<file path="src/rtl/deflate_selftest_ctrl.sv">
// Self-test sequencer for the deflate core: writes an LFSR pattern, starts compression,
// waits for done with a timeout, reads the output back and checks length and checksum.
module deflate_selftest_ctrl #(
    parameter int unsigned N_BYTES    = 64,
    parameter logic [7:0]  SEED       = 8'hA5,
    parameter logic [15:0] EXP_LEN    = 16'd0,
    parameter logic [15:0] EXP_SUM    = 16'd0,
    parameter int unsigned TIMEOUT    = 1048576,
    parameter int unsigned RD_LAT     = 2,
    parameter bit          AUTO_START = 1'b1,
    parameter int unsigned BLINK_BITS = 24
) (
    input  logic        clk,
    input  logic        rst_n,
    input  logic        start,
    output logic [2:0]  core_mode,
    output logic [7:0]  core_data,
    output logic [15:0] core_waddr,
    output logic [15:0] core_raddr,
    input  logic        core_done,
    input  logic [15:0] core_oprogress,
    input  logic [7:0]  core_byte,
    output logic        busy,
    output logic [1:0]  status,
    output logic        led_r,
    output logic        led_g,
    output logic        led_b,
    output logic        o_led
);

    localparam int unsigned TW = $clog2(TIMEOUT + 1);
    localparam int unsigned CW = 17;

    localparam logic [2:0] MODE_IDLE   = 3'd0;
    localparam logic [2:0] MODE_WRITE  = 3'd1;
    localparam logic [2:0] MODE_READ   = 3'd2;
    localparam logic [2:0] MODE_STARTC = 3'd3;

    localparam logic [1:0] ST_OK       = 2'd0;
    localparam logic [1:0] ST_TIMEOUT  = 2'd1;
    localparam logic [1:0] ST_EMPTY    = 2'd2;
    localparam logic [1:0] ST_MISMATCH = 2'd3;

    typedef enum logic [3:0] {
        S_IDLE, S_WRITE, S_START, S_WAIT, S_READ, S_DRAIN, S_CHECK, S_PASS, S_FAIL
    } state_t;

    state_t                  state, state_d;
    logic [CW-1:0]           idx, idx_d;
    logic [TW-1:0]           wait_cnt, wait_d;
    logic [2:0]              drain_cnt, drain_d;
    logic [7:0]              lfsr, lfsr_d;
    logic [15:0]             sum, sum_d;
    logic [15:0]             len, len_d;
    logic [RD_LAT-1:0]       rd_pipe;
    logic [BLINK_BITS-1:0]   blink, blink_d;
    logic [2:0]              mode_d;
    logic [7:0]              data_d;
    logic [15:0]             waddr_d, raddr_d;
    logic [1:0]              status_d;
    logic                    busy_d;
    logic                    begin_pass;

    function automatic logic [7:0] lfsr_next(input logic [7:0] v);
        return {v[6:0], v[7] ^ v[5] ^ v[4] ^ v[3]};
    endfunction

    assign o_led = blink[BLINK_BITS-1];

    // Next-state and next-output logic; outputs are registered alongside the state.
    always_comb begin
        state_d    = state;
        idx_d      = idx;
        wait_d     = wait_cnt;
        drain_d    = drain_cnt;
        lfsr_d     = lfsr;
        len_d      = len;
        status_d   = status;
        mode_d     = MODE_IDLE;
        data_d     = core_data;
        waddr_d    = core_waddr;
        raddr_d    = core_raddr;
        begin_pass = 1'b0;
        blink_d    = blink + BLINK_BITS'(1);
        sum_d      = rd_pipe[RD_LAT-1] ? sum + 16'(core_byte) : sum;

        case (state)
            S_IDLE: begin
                if (AUTO_START || start) begin_pass = 1'b1;
            end
            S_WRITE: begin
                if (idx < CW'(N_BYTES)) begin
                    mode_d  = MODE_WRITE;
                    waddr_d = idx[15:0];
                    data_d  = lfsr;
                    lfsr_d  = lfsr_next(lfsr);
                    idx_d   = idx + CW'(1);
                end else begin
                    state_d = S_START;
                    mode_d  = MODE_STARTC;
                end
            end
            S_START: begin
                state_d = S_WAIT;
                wait_d  = '0;
            end
            S_WAIT: begin
                // The first two WAIT cycles may still see done from a previous pass.
                if (core_done && (32'(wait_cnt) >= 32'd2)) begin
                    len_d = core_oprogress;
                    if (core_oprogress == 16'd0) begin
                        state_d  = S_FAIL;
                        status_d = ST_EMPTY;
                    end else begin
                        state_d = S_READ;
                        mode_d  = MODE_READ;
                        raddr_d = 16'd0;
                        idx_d   = CW'(1);
                    end
                end else if (32'(wait_cnt) == TIMEOUT - 32'd1) begin
                    state_d  = S_FAIL;
                    status_d = ST_TIMEOUT;
                end else begin
                    wait_d = wait_cnt + TW'(1);
                end
            end
            S_READ: begin
                if (idx < {1'b0, len}) begin
                    mode_d  = MODE_READ;
                    raddr_d = idx[15:0];
                    idx_d   = idx + CW'(1);
                end else begin
                    state_d = S_DRAIN;
                    drain_d = '0;
                end
            end
            S_DRAIN: begin
                if (drain_cnt == 3'(RD_LAT - 1)) state_d = S_CHECK;
                else                             drain_d = drain_cnt + 3'd1;
            end
            S_CHECK: begin
                if (len == EXP_LEN && sum == EXP_SUM) begin
                    state_d  = S_PASS;
                    status_d = ST_OK;
                end else begin
                    state_d  = S_FAIL;
                    status_d = ST_MISMATCH;
                end
            end
            S_PASS, S_FAIL: begin
                if (start) begin_pass = 1'b1;
            end
            default: state_d = S_IDLE;
        endcase

        // A new pass emits byte 0 straight away so WRITE runs one byte per cycle.
        if (begin_pass) begin
            state_d  = S_WRITE;
            mode_d   = MODE_WRITE;
            waddr_d  = 16'd0;
            data_d   = SEED;
            lfsr_d   = lfsr_next(SEED);
            idx_d    = CW'(1);
            sum_d    = 16'd0;
            len_d    = 16'd0;
            wait_d   = '0;
            status_d = ST_OK;
        end

        busy_d = (state_d inside {S_WRITE, S_START, S_WAIT, S_READ, S_DRAIN, S_CHECK});
    end

    always_ff @(posedge clk or negedge rst_n) begin
        if (!rst_n) begin
            state      <= S_IDLE;
            idx        <= '0;
            wait_cnt   <= '0;
            drain_cnt  <= '0;
            lfsr       <= '0;
            sum        <= '0;
            len        <= '0;
            rd_pipe    <= '0;
            blink      <= '0;
            core_mode  <= MODE_IDLE;
            core_data  <= '0;
            core_waddr <= '0;
            core_raddr <= '0;
            busy       <= 1'b0;
            status     <= ST_OK;
            led_r      <= 1'b0;
            led_g      <= 1'b0;
            led_b      <= 1'b0;
        end else begin
            state      <= state_d;
            idx        <= idx_d;
            wait_cnt   <= wait_d;
            drain_cnt  <= drain_d;
            lfsr       <= lfsr_d;
            sum        <= sum_d;
            len        <= len_d;
            blink      <= blink_d;
            core_mode  <= mode_d;
            core_data  <= data_d;
            core_waddr <= waddr_d;
            core_raddr <= raddr_d;
            busy       <= busy_d;
            status     <= status_d;
            led_r      <= (state_d == S_FAIL);
            led_g      <= (state_d == S_PASS);
            led_b      <= busy_d & blink_d[BLINK_BITS-1];
            // Marks the cycle whose core_byte belongs to an issued read address.
            rd_pipe[0] <= (core_mode == MODE_READ);
            for (int i = 1; i < int'(RD_LAT); i++) rd_pipe[i] <= rd_pipe[i-1];
        end
    end

endmodule

</file>
<file path="config.mk">
export PLATFORM = sky130hd
export DESIGN_NAME = deflate_selftest_ctrl
export DESIGN_NICKNAME = d
export VERILOG_FILES = /design/src/rtl/deflate_selftest_ctrl.sv
export SDC_FILE = /design/constraint.sdc
export NUM_CORES = 1
export LEC_CHECK = 0
export BUFFER_PORTS_ARGS = -buffer_cell sky130_fd_sc_hd__buf_2
export CORE_MARGIN = 8
export CORE_UTILIZATION = 65
export CTS_BUF_LIST = sky130_fd_sc_hd__clkbuf_8
export CTS_CLUSTER_DIAMETER = 50
export DETAILED_ROUTE_END_ITERATION = 8
export PLACE_DENSITY_LB_ADDON = 0.12
export SYNTH_ARGS = -nofsm -noshare
export SYNTH_HDL_FRONTEND = slang
export SYNTH_SLANG_ARGS = --single-unit
</file>
<file path="constraint.sdc">
create_clock -name clk -period 4.4 [get_ports clk]
set_input_delay 0.88 -clock clk [delete_from_list [all_inputs] [get_ports clk]]
set_output_delay 0.88 -clock clk [all_outputs]
set_load 0.01 [all_outputs]
</file>
==> results of run 1 <==
sequential cells by signal, indices dropped and copies added (netlist names):
| name | cells |
|---|---|
| core_data | 8 |
| wait_cnt | 21 |
| core_raddr | 16 |
| led_b | 1 |
| len | 16 |
| idx | 17 |
| status | 2 |
| rd_pipe | 2 |
| drain_cnt | 3 |
| led_g | 1 |
| core_waddr | 16 |
| core_mode | 2 |
| busy | 1 |
| led_r | 1 |
| state | 4 |
| lfsr | 1 |
| sum | 16 |
| blink | 24 |
how the worst min path moves through the flow:
stage	end	depth (start not counted)
final	rd_pipe[1]	0
after global routing	rd_pipe[1]	0
after CTS	rd_pipe[1]	0
after detailed placement	rd_pipe[1]	0
after global placement	rd_pipe[1]	0
after floorplan	rd_pipe[1]	0
synth_stat cells (2+ instances only):
library cell    n  area share, %
o21a_1          4           0.38
a21oi_2         2           0.22
o2111ai_1       2           0.22
nand3_1        47            3.0
o21ai_1         7           0.44
nor2_1         75            3.6
ha_1           29            4.6
o21ai_0        63            4.0
mux2i_1        28            3.5
buf_2           6           0.38
nor2b_1        10           0.79
or3_1           6           0.47
nand4_1        23            1.8
clkbuf_1       28            1.3
dfrtp_1       152             48
and4_1          2           0.22
xor2_1         16            1.8
a31o_2          4           0.44
a31oi_1         9           0.71
nand2_1        94            4.5
inv_1          53            2.5
o211a_1         2           0.25
o41ai_1         3           0.33
nand2b_1       11           0.87
or4_1           4           0.38
a21o_1          3           0.28
xnor2_1        25            2.8
o211ai_1        5           0.47
and2_1         11           0.87
and3_1         26            2.1
nor3_1         13           0.82
or2_2           2           0.16
buf_4           8           0.76
a211oi_1        4           0.38
a21oi_1        25            1.6
nor4_1         19            1.5
a21boi_0        2           0.19
a41oi_1         4           0.44
critical path: cells and delay by family, from the launching register on:
family | cells | cell delay [ns]
AOI/OAI and AO/OA | 2 | 0.84
and+or+nand+nor | 4 | 1.44
DFF | 1 | 0.59
area by class of cell:
class                   count  area (um^2)
clock buffers              17          234
clock inverters            15          134
fillers                   921         3240
inverters                  53          199
multi-input cells         602         3720
flip-flops and latches    152         3800
well taps                 147          184
repair buffers             83          439
routing by layer:
metal  up-vias  GRT usage, %  share of wire, %
li1       3078             -                 -
met1      3216          30.7                43
met2       201          39.4                49
met3        37          5.87               6.1
met4         0          8.85               2.0
met5         -             0                 0
kinds of logic after synthesis:
logic type	synth area share (%)
simple gates	21.8
compound gates	12.0
flops	48.0
buf+inv	5.02
xor+xnor	4.53
fa+ha+maj	4.83
mux	3.68
other cells	0.0474
per-stage QoR:
stage	setup WS (ns)	hold WS, ns
after global placement	1.43	0.335
final	1.42	0.363
after floorplan	1.81	0.331
after detailed placement	1.24	0.337
after CTS	1.46	0.358
after global routing	1.14	0.378
report_power, final:
part	switching, mW	internal, mW	leakage [nW]
sequential	0	1.40	1.96
combinational	0.0423	0.0163	2.11
clock	0.598	0.410	0.170
total	0.641	1.82	4.24
==> metrics, run 1 <==
cells along the critical path=nor2b_1, nand4_1, nand2_1, o21a_1, nand3_1, o41ai_1; final wirelength=18400 um; Seq cells post-synth=152; placed insts=1037; Overflow after GRT=0; Final Util=between 70% and 80%; flop-to-flop setup slack=about 1.4 ns; Power, Total=~2.5 mW; Syn Nets=908; number of port buffers=76; Crit Path Max Fanout=16; status=completed; LEAKAGE=4.24 nW; final hold violations=0; Avg WL per Cell=17.2 um; # DRC=0; die width=around 130 um; Finished Layout Cells=1069; ANT cells=0; max frequency=around 340 MHz; hold_buf cts=0; Final setup viols=0; Critical Path Max Stage Delay=0.59 ns; CTS tree=built; 1st-pass router iterations=6; clock skew=0.0150 ns; CTS resizes=0; Gate Count Post-Synth=850; clk root buf=clkbuf_8; clock buffer count from CTS=17; worst path required time=between 4 and 5 ns; initial antenna violation count=0; All-Layer GR Usage=24.1%; RSZ-0062 raised after global routing=false; Final ANT Viol Nets=0; DR vias/cell=6.11; Final #Nets=967; worst r2r dst=wait_cnt[12]; Crit-path slowest cell=dfrtp_1; Starting Density=66.2%; number of max-cap violations=0; Layout area overhead=10.1%; htree depth=4; ys async rst share=100%; clock sinks=152; hold crit path type=reg2reg; highest-count cells in the layout ignoring fill and taps=152 x dfrtp_1, 94 x nand2_1, 75 x nor2_1, 75 x buf_2, 63 x o21ai_0; Core Region=approximately 12000 um^2; post-synthesis sequential area ratio=48.0%; area post-placement=8350 um^2; Syn Std Cell Area=about 7900 um^2; die footprint=between 15000 and 20000 um^2; postcts setup bufs=0; worst reg2reg path depth=6; Worst-path clk slew=0.09 ns; hold_sp=rd_pipe[0]; number of flops mapped to enable cells by yosys=0; Synth cell types=61; endpoint class of the critical path=register; Worst Setup Path Type=reg2reg; critical path arrival=3.34 ns; CP Launch Point=state[2]; relative slew slack=35.9%; global-route wire length before repair=around 32000 um; RR Startpoint=state[2]; P per Cell Area=~280 nW/um^2; Final Cell Area=8720 um^2; FP Rows=40; Avg Cell Area, Syn=slightly above 9 um^2; clk buf depth=2; final period utilization=67.8%; DR iter-0 viols=663; DR vias=between 6000 and 7000; largest net degree at the start of global routing=105; share of layout cells above drive strength 1=14.3%; TNS Setup=0 ns; most common cell after layout, fill and taps aside=dfrtp_1; I/O pins=78; Final Slew Violations=0; Critical Path Sink=wait_cnt[12]; routability cong.=0.928; startpoint types=register; Post-synth top flop=dfrtp_1; Worst-Margin Slew=a little under 1 ns; die height=between 100 and 150 um; Final min period=2.98 ns; VDD IR max=199 uV; worst skew pair latency=0.47 ns; detailed-placement wirelength estimate=13200 um; vias in the first global route=around 6600; Ys Warns=0
No activity file was read; power rests on OpenSTA's default activity.
==> run 2, diff against run 1 <==
- CORE_UTILIZATION: 65 -> 56
- clock period: 4.4 -> 2.7 ns (I/O delays scaled with it)
==> run 2 against run 1 <==
Sequential power up 62%. Hold slack worse by 0.28 ns. Count of clock-buffer cells in the layout up 1. Largest power group unchanged. Critical path type unchanged. First-iteration DRC count down 15%. Global-route usage down 2.6 points.
==> metrics, run 2 (same netlist as run 1, synthesis figures left out) <==
max reg flops=24; Fill cells=~1100; FP Rows=43; die height=135 um; TNS Setup=0 ns; Most flops, register=blink; number of max-cap violations=0; relative slew slack=53.9%; global-route wire length before repair=31600 um; clk buf depth=2; most common cell after layout, fill and taps aside=dfrtp_1; Core Region=13800 um^2; Crit Path Max Fanout=6; final period utilization=95.0%; DR vias=6596; die width=about 130 um; critical path arrival=2.90 ns; Crit-path slowest cell=or4_1; max frequency=390 MHz; VDD IR max=297 uV; initial antenna violation count=1; P per Cell Area=approximately 450 nW/um^2; clk root buf=clkbuf_8; vias in the first global route=roughly 6600; Final #Nets=993; clock sinks=between 150 and 200; DR vias/cell=5.85; I/O pins=78; detailed-placement wirelength estimate=14100 um; worst path required time=3.04 ns; Overflow after GRT=0; Starting Density=57.3%; hold crit path type=in2async; startpoint types=register; clock buffer count from CTS=17; htree depth=4; final hold violations=0; Avg WL per Cell=17.1 um; status=completed; LEAKAGE=4.39 nW; clock skew=0.0134 ns; biggest regs=blink: 24 flops, wait_cnt: 21 flops, idx: 17 flops; Final Slew Violations=0; setup ws final=0.134 ns; Worst Setup Path Type=reg2reg; Worst-Margin Slew=0.692 ns; CTS tree=built; 1st-pass router iterations=5; Worst-path clk slew=roughly 0.08 ns; ANT cells=0; All-Layer GR Usage=between 20 and 25%; Hold WS=approximately 0.085 ns; worst skew pair latency=0.46 ns; DR iter-0 viols=566; Layout area overhead=13.6%; Final ANT Viol Nets=0; Critical Path Max Stage Delay=0.56 ns; number of port buffers=76; share of layout cells above drive strength 1=17.0%; highest-count cells in the layout ignoring fill and taps=152 x dfrtp_1, 94 x nand2_1, 75 x nor2_1, 75 x buf_2, 62 x o21ai_0; die footprint=18200 um^2; cells along the critical path=nor4_1, a31oi_1, a211oi_2, o21ai_2, or4_1, mux2i_1; largest net degree at the start of global routing=74; Final min period=around 2.6 ns; Final setup viols=0; hold_buf cts=0; # DRC=0; endpoint class of the critical path=register; RSZ-0062 raised after global routing=false; final wirelength=a little under 20000 um; pre-CTS WS=-0.0479 ns; routability cong.=about 0.9
==> run 2: cell count changes in the layout (fill, tap and decap cells not counted), sizes merged <==
| cell | delta |
|---|---|
| buf | +26 |
| bufinv | +2 |
| clkbuf | +1 |
| clkinv | +6 |
| clkinvlp | -3 |
| inv | -7 |
==> run 2: final timing paths <==
kind / startpoint / end / slack [ns] / cells after the start
worst min register to register: rd_pipe[0] / rd_pipe[1] / 0.35 / 0
worst min-delay path: rst_n / core_data[0] / 0.08 / 1
worst max-delay path: idx[6] / idx[15] / 0.13 / 6
max in group asynchronous: rst_n / blink[22] / 1.91 / 2
min in group clk: core_oprogress[6] / len[6] / 0.35 / 3
worst max register to register: idx[6] / idx[15] / 0.13 / 6
==> run 2: report_power, final <==
part           switching (mW)  internal (mW)  total [mW]
sequential                  0           2.27        2.27
combinational          0.0709         0.0320       0.103
clock                   0.853          0.832        1.68
total                   0.924           3.14        4.06
==> run 2: worst max-delay path: cells and delay by family (launching register included) <==
family,cells,cell delay [ns]
AO/OA/AOI/OAI,3,0.72
AND/OR/NAND/NOR,2,1.11
flip-flops,1,0.48
multiplexers,1,0.15
==> run 2: cell type report <==
| type | count | area (um^2) | area share [%] |
|---|---|---|---|
| Clock inverter | 13 | 130 | 1.45 |
| Multi-Input combinational cell | 602 | 3740 | 41.6 |
| Tap cell | 180 | 225 | 2.50 |
| Timing Repair Buffer | 109 | 651 | 7.23 |
| Clock buffer | 18 | 248 | 2.75 |
| Inverter | 53 | 199 | 2.21 |
| Sequential cell | 152 | 3800 | 42.3 |
==> run 2: timing repair <==
item	4_1_cts	5_1_grt
pin swaps	0	2
endpoints found under the setup margin	2	19
buffers inserted	0	1
resized for setup	1	6
==> run 2: per-stage QoR <==
step / power [mW] / utilization, % / std cells / cell area, um^2
after floorplan: 2.34 / - / 850 / 7920
after global placement: 2.42 / 62.1 / 1095 / 8590
after detailed placement: 2.43 / 62.1 / 1095 / 8590
after CTS: 4.11 / 64.9 / 1126 / 8970
after global routing: 4.21 / 65.1 / 1127 / 9000
final: 4.06 / 65.1 / 1127 / 9000
==> run 2: per-layer routing <==
layer,vias up,routed length (um),track usage (%)
met5,-,13,0
met4,2,567,10.5
met3,46,982,4.64
met2,176,9430,35.7
met1,3243,8240,26.0
li1,3129,-,-
==> run 3, diff against run 2 <==
- CORE_UTILIZATION: 56 -> 54
- CTS_BUF_LIST: sky130_fd_sc_hd__clkbuf_8 -> not set
- RECOVER_POWER: not set -> 25
- SLEW_MARGIN: not set -> 20
==> run 3 against run 2 <==
The flow now finishes with violations (capacitance limit, slew limit). Sequential share of layout area is 1.1 points lower. Sequential cell count did not move. Largest cell class unchanged. Hold slack improved by 0.27 ns. Critical path depth rose by 1. Cell area is 2.8% higher. Largest power group is now the clock network. Core utilization is 0.95 points lower. Critical path type unchanged. Via count down 1.1%. Clock power grew 39%.
==> metrics, run 3 (same netlist as run 1, synthesis figures left out) <==
global route hottest layer=met2; Avg WL per Cell=approximately 17 um; critical path arrival=2.97 ns; number of port buffers=between 70 and 80; max frequency=376 MHz; RSZ-0062 raised after global routing=false; hold_sp=rd_pipe[0]; RR Startpoint=idx[8]; Starting Density=54.9%; clock sinks=152; flop-to-flop setup slack=0.04 ns; final wirelength=about 19000 um; highest-count cells in the layout ignoring fill and taps=151 x dfrtp_1, 94 x nand2_1, 75 x nor2_1, 75 x buf_2, 61 x o21ai_0; Final min period=between 2 and 3 ns; htree depth=4; placed insts=1100; Worst-Margin Slew=1.69 ns; Buf/Inv on CP=1; Layout area overhead=16.8%; worst path required time=between 3 and 4 ns; Worst path top cell family by delay=simple AND/OR/NAND/NOR gates; clk root buf=clkbuf_16; DR vias/cell=5.75; cells along the critical path=buf_4, nor3_1, a31oi_1, a211oi_2, o21ai_4, or4_1, mux2i_1; endpoint class of the critical path=register; most common cell after layout, fill and taps aside=dfrtp_1; Worst-path clk slew=0.06 ns; Worst Setup Path Type=reg2reg; P per Cell Area=510 nW/um^2; relative slew slack=-13.0%; Critical Path Max Stage Delay=between 0.5 and 0.6 ns; worst reg2reg path depth=7; routing usage on met3=4.52%; violated checks=capacitance limit, slew limit; Overflow after GRT=0; Power, Total=between 4 and 5 mW; die height=137 um; detailed-placement wirelength estimate=13900 um; Final #Nets=a little under 1000; All-Layer GR Usage=about a fifth; stages on the worst setup path=7; VDD IR max=430 uV; LEAKAGE=roughly 4.5 nW; global-route wire length before repair=31700 um; Finished Layout Cells=1134; startpoint types=register; initial antenna violation count=0; largest net degree at the start of global routing=between 60 and 70; Hold WS=0.350 ns; status=complete, but fails checks; Final setup viols=0; clock buffer count from CTS=17; final hold violations=0; hold crit path type=reg2reg; 1st-pass router iterations=5; die width=about 140 um; worst r2r dst=idx[15]; hold_buf cts=0; Crit-path slowest cell=or4_1; biggest regs=blink: 24 flops, wait_cnt: 21 flops, idx: 17 flops; final period utilization=98.5%; area post-placement=8630 um^2; max reg flops=24; CP Launch Point=idx[8]; number of max-cap violations=1; die footprint=18800 um^2; Critical Path Sink=idx[15]; vias in the first global route=6424; TNS Setup=0 ns; I/O pins=78; pre-CTS WS=-0.0481 ns; clock skew=0.00990 ns; CTS tree=built; clk buf depth=2; Crit Path Max Fanout=9; FP Rows=44; Final Cell Area=9250 um^2; Final ANT Viol Nets=0; # DRC=0; GR Layer Usage met2=around 35%; DR iter-0 viols=526; Most flops, register=blink; setup ws final=0.0412 ns; Final Slew Violations=67; DR vias=6524; worst skew pair latency=~0.43 ns; M1 GR Usage=a little over a quarter; ANT cells=0; Core Region=14400 um^2; share of layout cells above drive strength 1=between 10% and 20%; routability cong.=0.897; Final Util=64.1%
-- run 3: cell types whose count changed in the layout (fill, tap and decap cells not counted), moves of 2 or more --
cell        previous run  this run
clkinv_4               1         3
clkbuf_1               0         2
clkbuf_8              18         0
clkinvlp_4             3         6
clkbuf_16              0        17
clkinv_2               6         0
-- run 3: routing by layer --
layer,up-vias,part of all wire (%)
met5,-,0
met4,0,1.6
met3,28,5.0
met2,172,49
met1,3182,45
li1,3142,-
-- run 3: power by group --
group	internal [mW]	leakage, nW	total (mW)	switching (mW)
combinational	0.0283	2.27	0.0984	0.0701
sequential	2.28	1.96	2.28	0
clock	1.37	0.262	2.34	0.971
-- run 3: worst min path at each step --
stage / end / slack, ns / cells after the start
final: rd_pipe[1] / 0.35 / 0
after global routing: rd_pipe[1] / 0.36 / 0
after CTS: core_data[1] / 0.12 / 1
after detailed placement: rd_pipe[1] / 0.34 / 0
after global placement: rd_pipe[1] / 0.34 / 0
after floorplan: blink[0] / 0.24 / 0
-- run 3: area by class of cell --
| cell class | instances | area [um^2] |
|---|---|---|
| Inverter | 53 | 199 |
| Multi-Input combinational cell | 602 | 3760 |
| Clock inverter | 13 | 149 |
| Fill cell | 1204 | 5170 |
| Timing Repair Buffer | 111 | 672 |
| Tap cell | 184 | 230 |
| Sequential cell | 152 | 3800 |
| Clock buffer | 19 | 433 |
-- run 3: repair_timing --
action	in CTS	in global routing
setup buffers	0	2
resized for setup	0	11
setup endpoints to repair	0	23
